### src/rtl/prescaled_timer_arbiter_pkg.sv
// Shared definitions for the prescaled timer arbiter: FSM state encoding and
// default geometry (requester count, prescaler period, counter widths).
package prescaled_timer_arbiter_pkg;

   localparam int NREQ_DEF     = 4;
   localparam int PRESCALE_DEF = 100;
   localparam int PSW_DEF      = 7;
   localparam int TW_DEF       = 8;

   typedef enum logic [1:0] {
      ST_IDLE   = 2'd0,
      ST_RUN    = 2'd1,
      ST_FINISH = 2'd2
   } state_t;

endpackage

### src/rtl/prescaled_timer_arbiter_prescaler_tick.sv
// Enabled divide-by-PRESCALE counter with synchronous clear and a registered
// tick that is high while the count sits at PRESCALE-1. Falling-edge clocked.
module prescaler_tick
   import prescaled_timer_arbiter_pkg::*;
#(
   parameter int PRESCALE = PRESCALE_DEF,
   parameter int PSW      = PSW_DEF
)(
   input  logic           CLK,
   input  logic           CLEAR,
   input  logic           EN,
   input  logic           SCLR,
   output logic           TICK,
   output logic [PSW-1:0] Count
);

   logic [PSW-1:0] r_count;
   logic           r_tick;

   // NOTE: sequential state uses non-blocking assignments only, so every
   // register samples its inputs from before the edge.
   always_ff @(negedge CLK or negedge CLEAR) begin
      if (!CLEAR) begin
         r_count <= '0;
         r_tick  <= 1'b0;
      end else if (SCLR) begin
         r_count <= '0;
         r_tick  <= 1'b0;
      end else if (EN) begin
         r_count <= (r_count == PSW'(PRESCALE - 1)) ? '0 : r_count + PSW'(1);
         r_tick  <= (r_count == PSW'(PRESCALE - 2));
      end else begin
         r_tick  <= 1'b0;
      end
   end

   assign Count = r_count;
   assign TICK  = r_tick;

endmodule

### src/rtl/prescaled_timer_arbiter.sv
// Round-robin shared countdown timer: grants one requester at a time, counts
// LOAD prescaler periods, then pulses DONE to the owner. Falling-edge clocked.
module prescaled_timer_arbiter
   import prescaled_timer_arbiter_pkg::*;
#(
   parameter int NREQ     = NREQ_DEF,
   parameter int PRESCALE = PRESCALE_DEF,
   parameter int PSW      = PSW_DEF,
   parameter int TW       = TW_DEF
)(
   input  logic               CLK,
   input  logic               CLEAR,
   input  logic [NREQ-1:0]    REQ,
   input  logic [NREQ*TW-1:0] LOAD,
   output logic [NREQ-1:0]    GNT,
   output logic [NREQ-1:0]    DONE,
   output logic               BUSY,
   output logic               TICK,
   output logic [TW-1:0]      Remaining
);

   localparam int OW = (NREQ > 1) ? $clog2(NREQ) : 1;

   state_t          r_state, w_state_nxt;
   logic [NREQ-1:0] r_gnt, w_gnt_nxt;
   logic [NREQ-1:0] r_done, w_done_nxt;
   logic [OW-1:0]   r_owner, w_owner_nxt;
   logic [OW-1:0]   r_rr, w_rr_nxt;
   logic [OW-1:0]   w_pick, w_owner_inc;
   logic [TW-1:0]   r_remaining, w_remaining_nxt;
   logic            w_found, w_en, w_sclr, w_tick;
   logic [PSW-1:0]  w_count;

   prescaler_tick #(
      .PRESCALE (PRESCALE),
      .PSW      (PSW)
   ) u_prescaler (
      .CLK   (CLK),
      .CLEAR (CLEAR),
      .EN    (w_en),
      .SCLR  (w_sclr),
      .TICK  (w_tick),
      .Count (w_count)
   );

   // First pending requester at or after the rr pointer, wrapping upward.
   always_comb begin
      w_found = 1'b0;
      w_pick  = '0;
      for (int k = 0; k < NREQ; k++) begin
         if (!w_found && REQ[(int'(r_rr) + k) % NREQ]) begin
            w_found = 1'b1;
            w_pick  = OW'((int'(r_rr) + k) % NREQ);
         end
      end
   end

   assign w_owner_inc = (r_owner == OW'(NREQ - 1)) ? '0 : r_owner + OW'(1);

   // NOTE: every signal driven here gets a default first, so no path through
   // the case can leave one unassigned and infer a latch.
   always_comb begin
      w_state_nxt     = r_state;
      w_gnt_nxt       = r_gnt;
      w_done_nxt      = '0;
      w_owner_nxt     = r_owner;
      w_rr_nxt        = r_rr;
      w_remaining_nxt = r_remaining;
      w_en            = 1'b0;
      w_sclr          = 1'b0;
      case (r_state)
         ST_IDLE: begin
            if (w_found) begin
               w_state_nxt         = ST_RUN;
               w_owner_nxt         = w_pick;
               w_gnt_nxt           = '0;
               w_gnt_nxt[w_pick]   = 1'b1;
               w_remaining_nxt     = LOAD[int'(w_pick)*TW +: TW];
               w_sclr              = 1'b1;
            end
         end
         ST_RUN: begin
            if (!REQ[r_owner]) begin
               // Abort wins over a completion landing on the same edge.
               w_state_nxt     = ST_IDLE;
               w_gnt_nxt       = '0;
               w_remaining_nxt = '0;
               w_rr_nxt        = w_owner_inc;
               w_sclr          = 1'b1;
            end else if (r_remaining == '0) begin
               w_done_nxt[r_owner] = 1'b1;
               w_state_nxt         = ST_FINISH;
            end else begin
               w_en = 1'b1;
               if (w_count == PSW'(PRESCALE - 1)) begin
                  w_remaining_nxt = r_remaining - TW'(1);
                  if (r_remaining == TW'(1)) begin
                     w_done_nxt[r_owner] = 1'b1;
                     w_state_nxt         = ST_FINISH;
                  end
               end
            end
         end
         ST_FINISH: begin
            w_gnt_nxt   = '0;
            w_rr_nxt    = w_owner_inc;
            w_state_nxt = ST_IDLE;
         end
         default: begin
            w_state_nxt = ST_IDLE;
            w_gnt_nxt   = '0;
         end
      endcase
   end

   always_ff @(negedge CLK or negedge CLEAR) begin
      if (!CLEAR) begin
         r_state     <= ST_IDLE;
         r_gnt       <= '0;
         r_done      <= '0;
         r_owner     <= '0;
         r_rr        <= '0;
         r_remaining <= '0;
      end else begin
         r_state     <= w_state_nxt;
         r_gnt       <= w_gnt_nxt;
         r_done      <= w_done_nxt;
         r_owner     <= w_owner_nxt;
         r_rr        <= w_rr_nxt;
         r_remaining <= w_remaining_nxt;
      end
   end

   assign GNT       = r_gnt;
   assign DONE      = r_done;
   assign BUSY      = (r_state != ST_IDLE);
   assign TICK      = w_tick;
   assign Remaining = r_remaining;

endmodule

### config.mk
export PLATFORM = sky130hd
export DESIGN_NAME = prescaled_timer_arbiter
export DESIGN_NICKNAME = d
export VERILOG_FILES = /design/src/rtl/prescaled_timer_arbiter_pkg.sv /design/src/rtl/prescaled_timer_arbiter_prescaler_tick.sv /design/src/rtl/prescaled_timer_arbiter.sv
export SDC_FILE = /design/constraint.sdc
export NUM_CORES = 1
export LEC_CHECK = 0
export ABC_AREA = 1
export CAP_MARGIN = 40
export CORE_MARGIN = 3
export CORE_UTILIZATION = 28
export CTS_CLUSTER_DIAMETER = 50
export DETAILED_ROUTE_END_ITERATION = 12
export GPL_TIMING_DRIVEN = 1
export MAX_ROUTING_LAYER = met4
export PLACE_DENSITY = 0.49
export SYNTH_ARGS = -nofsm -noshare
export SYNTH_HDL_FRONTEND = slang
export SYNTH_SLANG_ARGS = --single-unit
### constraint.sdc
create_clock -name CLK -period 1.8 [get_ports CLK]
set_input_delay 0.36 -clock CLK [delete_from_list [all_inputs] [get_ports CLK]]
set_output_delay 0.36 -clock CLK [all_outputs]
set_load 0.01 [all_outputs]
Word level (Yosys, flattened, before mapping)

Index checks and enable logic that the tools add are counted.

Register bits after elaboration: 30
Input bits: 38
Output and inout port bits: 18
Logic and storage cells: 118

Add/subtract/negate cells: 6
Order comparisons: 8
Eq/ne operators: 12
Shifts and indexed selects: 1
Mux-type cells: 58
Bitwise logic cells: 3
Reductions and logical operators: 22

Operators with widths:

| operator                                           | number |
|---|---|
| two-way mux 8 bit                                  | 4 |
| indexed part select 32 x 6 -> 8 bit                | 1 |
| two-way mux 4 bit                                  | 7 |
| two-way mux 2 bit                                  | 11 |
| two-way mux 1 bit                                  | 21 |
| two-way mux 7 bit                                  | 3 |
| one-hot mux 8 bit (2 select lines)                 | 1 |
| == test 7 bit, second input constant               | 2 |
| < comparator 3 x 4 -> 1 bit, second input constant | 3 |
| binary-select mux 1 bit (select 2 bit)             | 5 |
| < comparator 2 x 3 -> 1 bit, second input constant | 3 |
| == test 8 x 1 -> 1 bit, second input constant      | 1 |
| zero test 8 bit                                    | 1 |
| != test 4 bit, second input constant               | 2 |
| one-hot mux 2 bit (2 select lines)                 | 2 |
| one-hot mux 4 bit (2 select lines)                 | 1 |
| nonzero test 2 bit                                 | 4 |
| subtractor 8 x 1 -> 8 bit, second input constant   | 1 |
| adder 7 x 1 -> 7 bit, second input constant        | 1 |
| != test 3 bit, second input constant               | 2 |
| AND reduction 2 bit                                | 3 |
| OR reduction 2 bit                                 | 3 |
| logical AND 1 bit                                  | 5 |
| adder 2 x 1 -> 2 bit, second input constant        | 2 |
| other kinds (12)                                   | 21 |

Depth between registers and ports, before layout

Gate-level depths: netlist (run 1).

Word-level depth: 20
Depth in mapped cells: 17
Gate-level depth less buffers: 15

Hierarchy

From an unflattened synthesis (run 1), not the netlist that was laid out.

Cells, all modules: 352
Area total of the unflattened synthesis: 2383.5 µm²

Modules (own cells, without submodules):

| module                  | times used | cells an instance | area an instance (µm²) | sequential area each (µm²) |
|---|---|---|---|---|
| prescaled_timer_arbiter | 1          | 289               | 1920.6                 | 550.5 |
| prescaler_tick          | 1          | 63                | 462.9                  | 200.2 |

==> flow_summary_export.csv, run 1 <==
group,metric,value,unit
outcome,status,"complete, but fails checks",
outcome,violations,"setup timing",
routing,firstDrtPassIters,4,
clock_tree,cts_buffers,5,
finish,nets,514,
synth,synth_area,2280,sq um
floorplan,num_io_pins,56,
synth,syn_nets,384,
timing,rsz0062_at_grt,"true",
timing,hold_viol,0,
pwr,internal_power,4.31,mW
routing,drtIter0Drc,83,
clock_tree,clk_latency,0.29,ns
synth,yosys.area.top_type,"dfrtn_1",
synth,synth-seq-cells,30,
synth,ys.warnings.count,0,
global_route,grt_pass1_vias,2488,
place,place.detailed.hpwl,5.18,mm
critical_path,crit_type,"in2reg",
floorplan,die_h,96.2,um
routing,wire_per_inst,12.6,um
global_route,grt_pass1_wl,11.5,mm
clock_tree,clkTransAtPathRegs,0.05,ns
place,placed_area,3440,sq um
floorplan,die_w,96.2,um
finish,fin_area,4130,sq um
synth,synth_edf_count,0,
finish,mostFrequentLayoutCells,"nand2_1 (72), buf_4 (55), nand2_2 (34)",
critical_path,cp_slowest_cell,"nand2_4",
run,cap_viol_max_count,0,
global_route,antenna_found_initial,0,
routing,num_vias,2557,
pwr,p_seq_frac,0.122,
clock_tree,clockRootBuffer,"clkbuf_8",
critical_path,cpPeakStageDelay,0.16,ns
pwr,p_sw,4.24,mW
timing,fin_skew,0.00322,ns
synth,ys_types,30,
place,numPortBuffers,55,
timing,finalWorstSetupSlack,-0.617,ns
finish,layout-drive-gt1-share,0.464,
clock_tree,cts_max_level,2,
synth,synth_cells,337,
synth,synthFlopType,"dfrtn_1",
pwr,vdd_ir_drop_max,0.748,mV
place,gp_congestion,0.795,
pwr,combPwrFrac,0.812,
critical_path,startpoint_type,"input pin",
timing,slew_headroom,0.762,
critical_path,crit_buf_inv,3,
floorplan,die_area,9260,sq um
pwr,p_leak,2.01,nW
finish,area_delta_synth_final,81.1,%
pwr,powerDensity,2070,nW/um^2
routing,antenna_left,0,
critical_path,worstPathArrival,1.65,ns
finish,final_common_cell,"nand2_1",
finish,num_antenna_cells,0,
synth,avgSynthCellArea,6.76,sq um
global_route,grt_max_degree,23,
critical_path,required,1.04,ns
global_route,grt-ovfl-total,0,
floorplan,initial_utilization,0.292,
timing,setup_viol,48,
routing,via_per_inst,4.49,
synth,synthTopCellsByArea,"dfrtn_1 (33%), nand2_1 (19%), nand3_1 (7.0%)",
floorplan,core_area,7810,sq um
clock_tree,cts.path.max_buffers,2,
pwr,pwr-share-clk,0.066,
critical_path,end_kind,"flop",
critical_path,crit_top_cell,"nand2_4",
place,post-place-ws,-1.45,ns
clock_tree,tritoncts,"built",
pwr,total_power,8.55,mW
timing,whs,0.472,ns
routing,wl,7.16,mm
synth,synthArstFlopShare,1.00,
floorplan,num_rows,32,
synth,ys_seq_area_frac,0.329,
finish,final_core_util,0.529,
critical_path,crit_path_cell_trace,"buf_12 -> nand2_8 -> nand2_8 -> nand2_4 -> nand2_4 -> nor2_8 -> buf_6 -> nand4_1 -> nand2_4 -> clkinvlp_4 -> nand2_1 -> nand2_1 -> nand2_2 -> a21oi_2",
timing,drv_slew,0,
clock_tree,cts.sinks,30,
timing,tightest_slew,0.357,ns
critical_path,cp_top_family,"simple AND/OR/NAND/NOR gates",
global_route,track_usage,0.163,
pwr,p_sw_frac,0.496,
worst_hold_path,worstHoldPathType,"reg2reg",
routing,drcViolationCount,0,
critical_path,path_max_fanout,4,
synth,synth_top_area_frac,0.329,
[worst register-to-register path, stage by stage, from the launching register on]
cell,delay (ns)
dfrtn_1,0.43
buf_4,0.24
nand2_1,0.10
nand2_2,0.13
nand2_4,0.07
nand2_4,0.08
nor2_8,0.05
buf_6,0.11
nand3b_1,0.08
nand3_2,0.09
nand2_4,0.14
clkinvlp_4,0.15
nand2_1,0.09
nand2_1,0.06
nand2_2,0.07
a21oi_2,0.05
[what timing repair did]
item | 4_1_cts | 5_1_grt
resized for setup | 146 | 79
pin swaps | 29 | 24
cloned | 3 | 1
hold buffers | 0 | 0
setup buffers | 13 | 9
setup endpoints to repair | 48 | 48
[sequential cells by signal, summed over array words and instances (netlist names)]
signal and count:
u_prescaler.TICK 1, u_prescaler.Count 7, r_rr 2, r_state 2, Remaining 8, DONE 4, r_owner 2, GNT 4
[synthesized netlist by cell type (2+ instances only)]
cell / number
nand2_1: 113
nor2_1: 36
nand3_1: 32
dfrtn_1: 30
inv_1: 29
a21oi_1: 22
o21ai_0: 16
nand2_2: 12
ha_1: 9
inv_2: 4
nand2_4: 3
nand4_1: 3
nor3_1: 3
xor2_1: 3
buf_2: 2
buf_4: 2
buf_6: 2
nand3_2: 2
nand3_4: 2
o21ai_1: 2
[stage by stage]
step                setup TNS, ns  cells
finish                     -17.61    570
global route               -20.32    570
CTS                        -20.37    561
detailed placement         -44.36    537
global placement           -43.71    537
floorplan                  -14.74    337
[worst paths after layout]
path,endpoint,slack (ns),from,cells past startpoint
min in group asynchronous,u_prescaler.TICK,1.24,CLEAR,2
max in group asynchronous,Remaining[4],0.39,CLEAR,2
hold reg to reg,GNT[3],0.47,GNT[3],2
setup / recovery,Remaining[5],-0.62,REQ[0],14
hold / removal,GNT[3],0.47,GNT[3],2
setup reg to reg,Remaining[5],-0.28,r_rr[0],15
[layout make-up]
type	count	area, sq um
clock buffers	7	86.3
clock inverters	1	5.00
fillers	740	3680
inverters	34	173
multi-input cells	269	1850
flip-flops and latches	30	751
well taps	102	128
repair buffers	126	1130
repair inverters	1	7.51
[cell families (layout without fill, tap and decap cells)]
kind of cell | after synthesis | after routing | share of synthesized area
and+or+nand+nor | 210 | 213 | 0.424
AOI/OAI and AO/OA | 44 | 44 | 0.106
buffers and inverters | 41 | 169 | 0.0796
DFF | 30 | 30 | 0.329
adders and majority gates | 9 | 9 | 0.0494
xor gates and xnor gates | 3 | 3 | 0.0115
[layer usage]
metal	share of wire	global-route usage	routed length [um]	up-vias
met3	0.025	0.0258	178	4
met4	0.010	0.0462	74	0
li1	-	-	-	1347
met1	0.45	0.206	3230	1171
met2	0.51	0.267	3690	35
met5	0	-	0	-
[power by group through the flow]
stage	clock [mW]	combinational (mW)	sequential, mW
after CTS	0.578	5.95	1.03
after global placement	0	5.06	1.03
after floorplan	0	3.13	1.13
after detailed placement	0	5.07	1.03
after global routing	0.611	7.60	1.07
final	0.565	6.94	1.05
(Power assumes the default switching activity.)
==> inputs of run 2 (changes only) <==
--- a/config.mk
+++ b/config.mk
@@ -7,13 +7,15 @@
 export LEC_CHECK = 0
 export ABC_AREA = 1
 export CAP_MARGIN = 40
+export CELL_PAD_IN_SITES_DETAIL_PLACEMENT = 1
+export CELL_PAD_IN_SITES_GLOBAL_PLACEMENT = 1
 export CORE_MARGIN = 3
 export CORE_UTILIZATION = 28
 export CTS_CLUSTER_DIAMETER = 50
 export DETAILED_ROUTE_END_ITERATION = 12
 export GPL_TIMING_DRIVEN = 1
 export MAX_ROUTING_LAYER = met4
-export PLACE_DENSITY = 0.49
+export PLACE_DENSITY = 0.67
 export SYNTH_ARGS = -nofsm -noshare
 export SYNTH_HDL_FRONTEND = slang
 export SYNTH_SLANG_ARGS = --single-unit
==> constraint.sdc (replaced) <==
create_clock -name CLK -period 1.8 [get_ports CLK]
set_input_delay 0.54 -clock CLK [delete_from_list [all_inputs] [get_ports CLK]]
set_output_delay 0.54 -clock CLK [all_outputs]
set_load 0.01 [all_outputs]
==> run 2 against run 1 <==
The run still ends with setup timing left. Largest cell class unchanged. Clock skew grew 0.0037 ns. Count of clock-buffer cells in the layout shrank 1. Critical path depth shrank 1. Cell count shrank 1.2%. Highest routed layer unchanged. Non-clock buffer count shrank 6. Combinational power shrank 9.1%. Routed wire length grew 14%. First-iteration DRC count shrank 51%. Design area shrank 6.5%. Largest power group unchanged. Clock power grew 55%. Register-to-register slack is essentially flat. Critical path type unchanged.
==> flow_summary_export.csv, run 2 (same netlist as run 1, synthesis figures left out) <==
group,metric,value,unit
critical_path,r2r_start,"r_rr[0]",
place,gp_congestion,0.802,
floorplan,num_rows,32,
pwr,vdd_ir_drop_max,0.876,mV
timing,tightest_slew,0.282,ns
critical_path,startpoint_type,"input pin",
global_route,grt-ovfl-total,0,
timing,setup_tns,-29.27,ns
pwr,total_power,8.25,mW
routing,antenna_left,0,
finish,layout-drive-gt1-share,0.384,
finish,layout.area.seq,751,sq um
floorplan,initial_utilization,0.292,
floorplan,die_area,9260,sq um
timing,hold_viol,0,
run,cap_viol_max_count,0,
routing,drcViolationCount,0,
routing,wl,8.16,mm
clock_tree,clkTransAtPathRegs,0.05,ns
pwr,p_leak,1.91,nW
clock_tree,cts_max_level,2,
finish,area_delta_synth_final,69.4,%
floorplan,die_h,96.2,um
timing,drv_slew,0,
floorplan,core_area,7810,sq um
timing,setup_viol,48,
global_route,track_usage,0.189,
global_route,grt_max_degree,31,
critical_path,r2r_cells,12,
finish,fin_area,3860,sq um
critical_path,end_kind,"flop",
clock_tree,clockRootBuffer,"clkbuf_8",
timing,slew_headroom,0.811,
critical_path,path_max_fanout,5,
finish,final_core_util,0.495,
outcome,violations,"setup timing",
floorplan,num_io_pins,56,
clock_tree,tritoncts,"built",
critical_path,required,1.04,ns
global_route,grt_pass1_vias,2868,
finish,largest_reg_flops,8,
clock_tree,ctsHoldBuffers,0,
routing,wire_per_inst,14.5,um
critical_path,crit_type,"in2reg",
critical_path,cp-endpoint,"GNT[0]",
critical_path,crit_start,"REQ[1]",
critical_path,reg2reg_slack,-0.28,ns
clock_tree,cts.path.max_buffers,2,
place,numPortBuffers,55,
clock_tree,cts.sinks,30,
finish,multi_input_area,1620,sq um
global_route,grt_pass1_wl,13.4,mm
outcome,status,"complete, but fails checks",
worst_hold_path,worstHoldPathType,"reg2reg",
timing,finalWorstSetupSlack,-0.927,ns
finish,mostFrequentLayoutCells,"nand2_1 (96), buf_4 (52), clkdlybuf4s50_1 (33)",
place,placed_area,3380,sq um
timing,fin_skew,0.00690,ns
critical_path,r2r_end,"GNT[0]",
floorplan,die_w,96.2,um
timing,rsz0062_at_grt,"true",
routing,num_vias,2657,
pwr,powerDensity,2140,nW/um^2
finish,fill_cells,987,
worst_hold_path,holdPathStages,2,
clock_tree,clk_latency,0.29,ns
clock_tree,cts_buffers,5,
finish,num_antenna_cells,0,
routing,via_per_inst,4.72,
critical_path,worstPathArrival,1.97,ns
global_route,antenna_found_initial,0,
routing,firstDrtPassIters,4,
place,place.detailed.hpwl,5.89,mm
finish,final_common_cell,"nand2_1",
routing,drtIter0Drc,41,
finish,nets,507,
[run 2: cell types whose count changed in the layout (fill, tap and decap cells not counted), moves of 5 or more]
cell | before | now
a21oi_2 | 9 | 4
buf_6 | 15 | 20
nand2_2 | 34 | 18
nand3_1 | 23 | 28
nand2_1 | 72 | 96
a21oi_1 | 12 | 18
nand2_8 | 6 | 1
[run 2: worst max-delay path, cell delays in order]
cell and delay [ns]:
buf_6 0.10, buf_6 0.11, inv_4 0.05, nand2_4 0.05, nand3_4 0.07, nand2_4 0.08
nor2_8 0.13, nand3_4 0.10, nand2_4 0.09, buf_4 0.11, buf_6 0.10, clkinvlp_4 0.16
a32o_1 0.28
[run 2: per-stage QoR]
| step | hold slack, ns | instances | setup slack [ns] |
|---|---|---|---|
| after floorplan | 0.475 | 337 | -0.941 |
| after global placement | 0.433 | 531 | -1.58 |
| after detailed placement | 0.430 | 531 | -1.62 |
| after CTS | 0.457 | 553 | -0.878 |
| after global routing | 0.497 | 563 | -1.04 |
| final | 0.456 | 563 | -0.927 |
[run 2: layout make-up]
type                       instances  area share
multi-input combinational        268       0.419
tap                              102      0.0330
clock buffer                       6      0.0214
inverter                          34      0.0418
clock inverter                     2      0.0155
timing repair buffer             120       0.273
timing repair inverter             1     0.00194
sequential                        30       0.194
[run 2: routing by layer]
metal,part of all wire,track usage
met3,0.037,0.0313
met2,0.50,0.316
met5,0,-
met4,0.014,0.0521
met1,0.45,0.236
[run 2: worst min-delay path by stage]
| stage | endpoint | startpoint | slack, ns |
|---|---|---|---|
| floorplan | u_prescaler.Count[5] | u_prescaler.Count[5] | 0.48 |
| global placement | GNT[2] | GNT[2] | 0.43 |
| detailed placement | GNT[2] | GNT[2] | 0.43 |
| CTS | GNT[0] | GNT[0] | 0.46 |
| global route | GNT[2] | GNT[2] | 0.50 |
| finish | GNT[2] | GNT[2] | 0.46 |
[run 2: power breakdown]
| group | switching (mW) | total (mW) | internal (mW) |
|---|---|---|---|
| Sequential | 0.165 | 1.06 | 0.898 |
| Clock | 0.287 | 0.878 | 0.591 |
| Combinational | 3.57 | 6.31 | 2.74 |
| Total | 4.02 | 8.25 | 4.23 |
[run 2: timing repair]
item / CTS / global route
setup buffers: 12 / 11
gates resized for setup: 135 / 26
setup endpoints to repair: 48 / 48
pin swaps: 18 / 5
cloned: 3 / 0
endpoints found under the hold margin: 0 / 0
==> inputs of run 3 (changes only) <==
--- a/config.mk
+++ b/config.mk
@@ -13,9 +13,10 @@
 export CORE_UTILIZATION = 28
 export CTS_CLUSTER_DIAMETER = 50
 export DETAILED_ROUTE_END_ITERATION = 12
+export DONT_BUFFER_PORTS = 1
 export GPL_TIMING_DRIVEN = 1
 export MAX_ROUTING_LAYER = met4
-export PLACE_DENSITY = 0.67
+export PLACE_DENSITY = 0.51
 export SYNTH_ARGS = -nofsm -noshare
 export SYNTH_HDL_FRONTEND = slang
 export SYNTH_SLANG_ARGS = --single-unit
==> constraint.sdc (replaced) <==
create_clock -name CLK -period 3.5 [get_ports CLK]
set_input_delay 1.05 -clock CLK [delete_from_list [all_inputs] [get_ports CLK]]
set_output_delay 1.05 -clock CLK [all_outputs]
set_load 0.01 [all_outputs]
==> run 3 against run 2 <==
Non-clock buffer count shrank 80. The flow still finishes with violations (setup timing). Die area is the same. Register-to-register slack gained 1.1 ns. Global-route usage shrank 1.3 points. Design area shrank 18%. Sequential cell count is the same. Cell count shrank 14%. Critical path type unchanged.
==> flow_summary_export.csv, run 3 (same netlist as run 1, synthesis figures left out) <==
group,metric,value,unit
place,gp_congestion,0.772,
timing,slew_headroom,0.526,
routing,antenna_left,0,
critical_path,worstPathArrival,2.22,ns
clock_tree,tritoncts,"built",
clock_tree,cts.path.max_buffers,2,
pwr,total_power,3.87,mW
routing,via_per_inst,4.77,
clock_tree,cts_buffers,5,
outcome,violations,"setup timing",
critical_path,crit_type,"in2reg",
place,post-place-ws,-0.717,ns
outcome,status,"complete, but fails checks",
finish,largest_reg_flops,8,
critical_path,cp-endpoint,"u_prescaler.Count[4]",
global_route,antenna_found_initial,0,
pwr,vdd_ir_drop_max,0.445,mV
timing,hold_viol,0,
timing,fin_skew,0.00578,ns
timing,rsz0062_at_grt,"true",
critical_path,reg2reg_slack,0.79,ns
clock_tree,clk_latency,0.29,ns
critical_path,startpoint_type,"input pin",
place,place.detailed.hpwl,5.46,mm
global_route,grt_pass1_vias,2437,
critical_path,r2r_end,"u_prescaler.Count[4]",
run,cap_viol_max_count,0,
global_route,grt_pass1_wl,12.3,mm
pwr,powerDensity,1220,nW/um^2
clock_tree,clockRootBuffer,"clkbuf_8",
critical_path,required,1.88,ns
floorplan,core_area,7810,sq um
critical_path,r2r_cells,13,
floorplan,die_h,96.2,um
global_route,grt-ovfl-total,0,
floorplan,initial_utilization,0.292,
floorplan,die_area,9260,sq um
floorplan,num_rows,32,
routing,wl,7.47,mm
critical_path,crit_start,"REQ[0]",
finish,final_core_util,0.407,
place,placed_cells,458,
timing,setup_tns,-6.76,ns
clock_tree,cts.sinks,30,
floorplan,die_w,96.2,um
timing,drv_slew,0,
finish,final_common_cell,"nand2_1",
critical_path,crit_top_cell,"nand2_4",
clock_tree,cts_max_level,2,
place,numPortBuffers,0,
critical_path,end_kind,"flop",
timing,tightest_slew,0.712,ns
pwr,p_leak,1.57,nW
routing,wire_per_inst,15.4,um
routing,num_vias,2309,
routing,drcViolationCount,0,
finish,mostFrequentLayoutCells,"nand2_1 (88), nor2_1 (34), buf_4 (31)",
clock_tree,clkTransAtPathRegs,0.05,ns
critical_path,path_max_fanout,7,
floorplan,num_io_pins,56,
critical_path,crit_path_cell_trace,"inv_6 -> nand2_4 -> nand3_4 -> nand2_4 -> nor2_8 -> nand3_4 -> nand2_4 -> nand2_4 -> nor2_4 -> inv_4 -> a21oi_2 -> a21oi_1",
finish,fin_cells,484,
timing,finalWorstSetupSlack,-0.332,ns
timing,setup_viol,40,
finish,layout-drive-gt1-share,0.346,
global_route,track_usage,0.177,
finish,area_delta_synth_final,39.3,%
finish,nets,428,
routing,drtIter0Drc,40,
critical_path,r2r_start,"r_rr[0]",
critical_path,cpPeakStageDelay,0.16,ns
worst_hold_path,worstHoldPathType,"reg2reg",
routing,firstDrtPassIters,3,
global_route,grt_max_degree,31,
critical_path,cp_slowest_cell,"nor2_4",
finish,num_antenna_cells,0,
## run 3: worst max-delay path, delay by kind of cell
kind / cells / cell delay [ns]
simple gates: 8 / 0.84
compound gates: 2 / 0.17
buf+inv: 2 / 0.12
## run 3: through the flow
| stage | hold WS [ns] | cell area (sq um) |
|---|---|---|
| detailed placement | 0.534 | 2670 |
| finish | 0.527 | 3180 |
| CTS | 0.531 | 3010 |
| global route | 0.550 | 3180 |
| global placement | 0.518 | 2670 |
| floorplan | 0.475 | 2410 |
## run 3: layer usage
layer	vias to the layer above	part of all wire	global-route usage	wire, um
met1	1091	0.47	0.231	3500
met3	5	0.046	0.0367	343
met2	38	0.48	0.282	3560
met4	0	0.0088	0.0355	66
met5	-	0	-	0
li1	1175	-	-	-
## run 3: repair_timing
item	CTS	global route
setup buffers	12	2
endpoints found under the setup margin	41	43
resized for setup	27	41
hold buffers	0	0
pin swaps	8	9
gates cloned	3	1
## run 3: layout make-up
type,count,area [sq um]
fill,1000,4630
multi-input combinational,269,1650
sequential,30,751
timing repair buffer,40,360
inverter,34,165
tap,102,128
clock buffer,6,72.6
clock inverter,2,37.5
timing repair inverter,1,7.51
## run 3: how the worst min path moves through the flow
stage	slack, ns	from	cells past startpoint	endpoint
finish	0.53	GNT[2]	2	GNT[2]
CTS	0.53	u_prescaler.Count[2]	2	u_prescaler.Count[2]
detailed placement	0.53	u_prescaler.Count[2]	2	u_prescaler.Count[2]
global placement	0.52	u_prescaler.Count[2]	2	u_prescaler.Count[2]
floorplan	0.48	u_prescaler.Count[5]	2	u_prescaler.Count[5]
global route	0.55	u_prescaler.Count[2]	2	u_prescaler.Count[2]
## run 3: where the power goes
part	leakage [nW]	internal (mW)	switching, mW
Clock	0.0514	0.212	0.140
Sequential	0.391	0.460	0.178
Combinational	1.13	1.20	1.67
Total	1.57	1.87	1.99
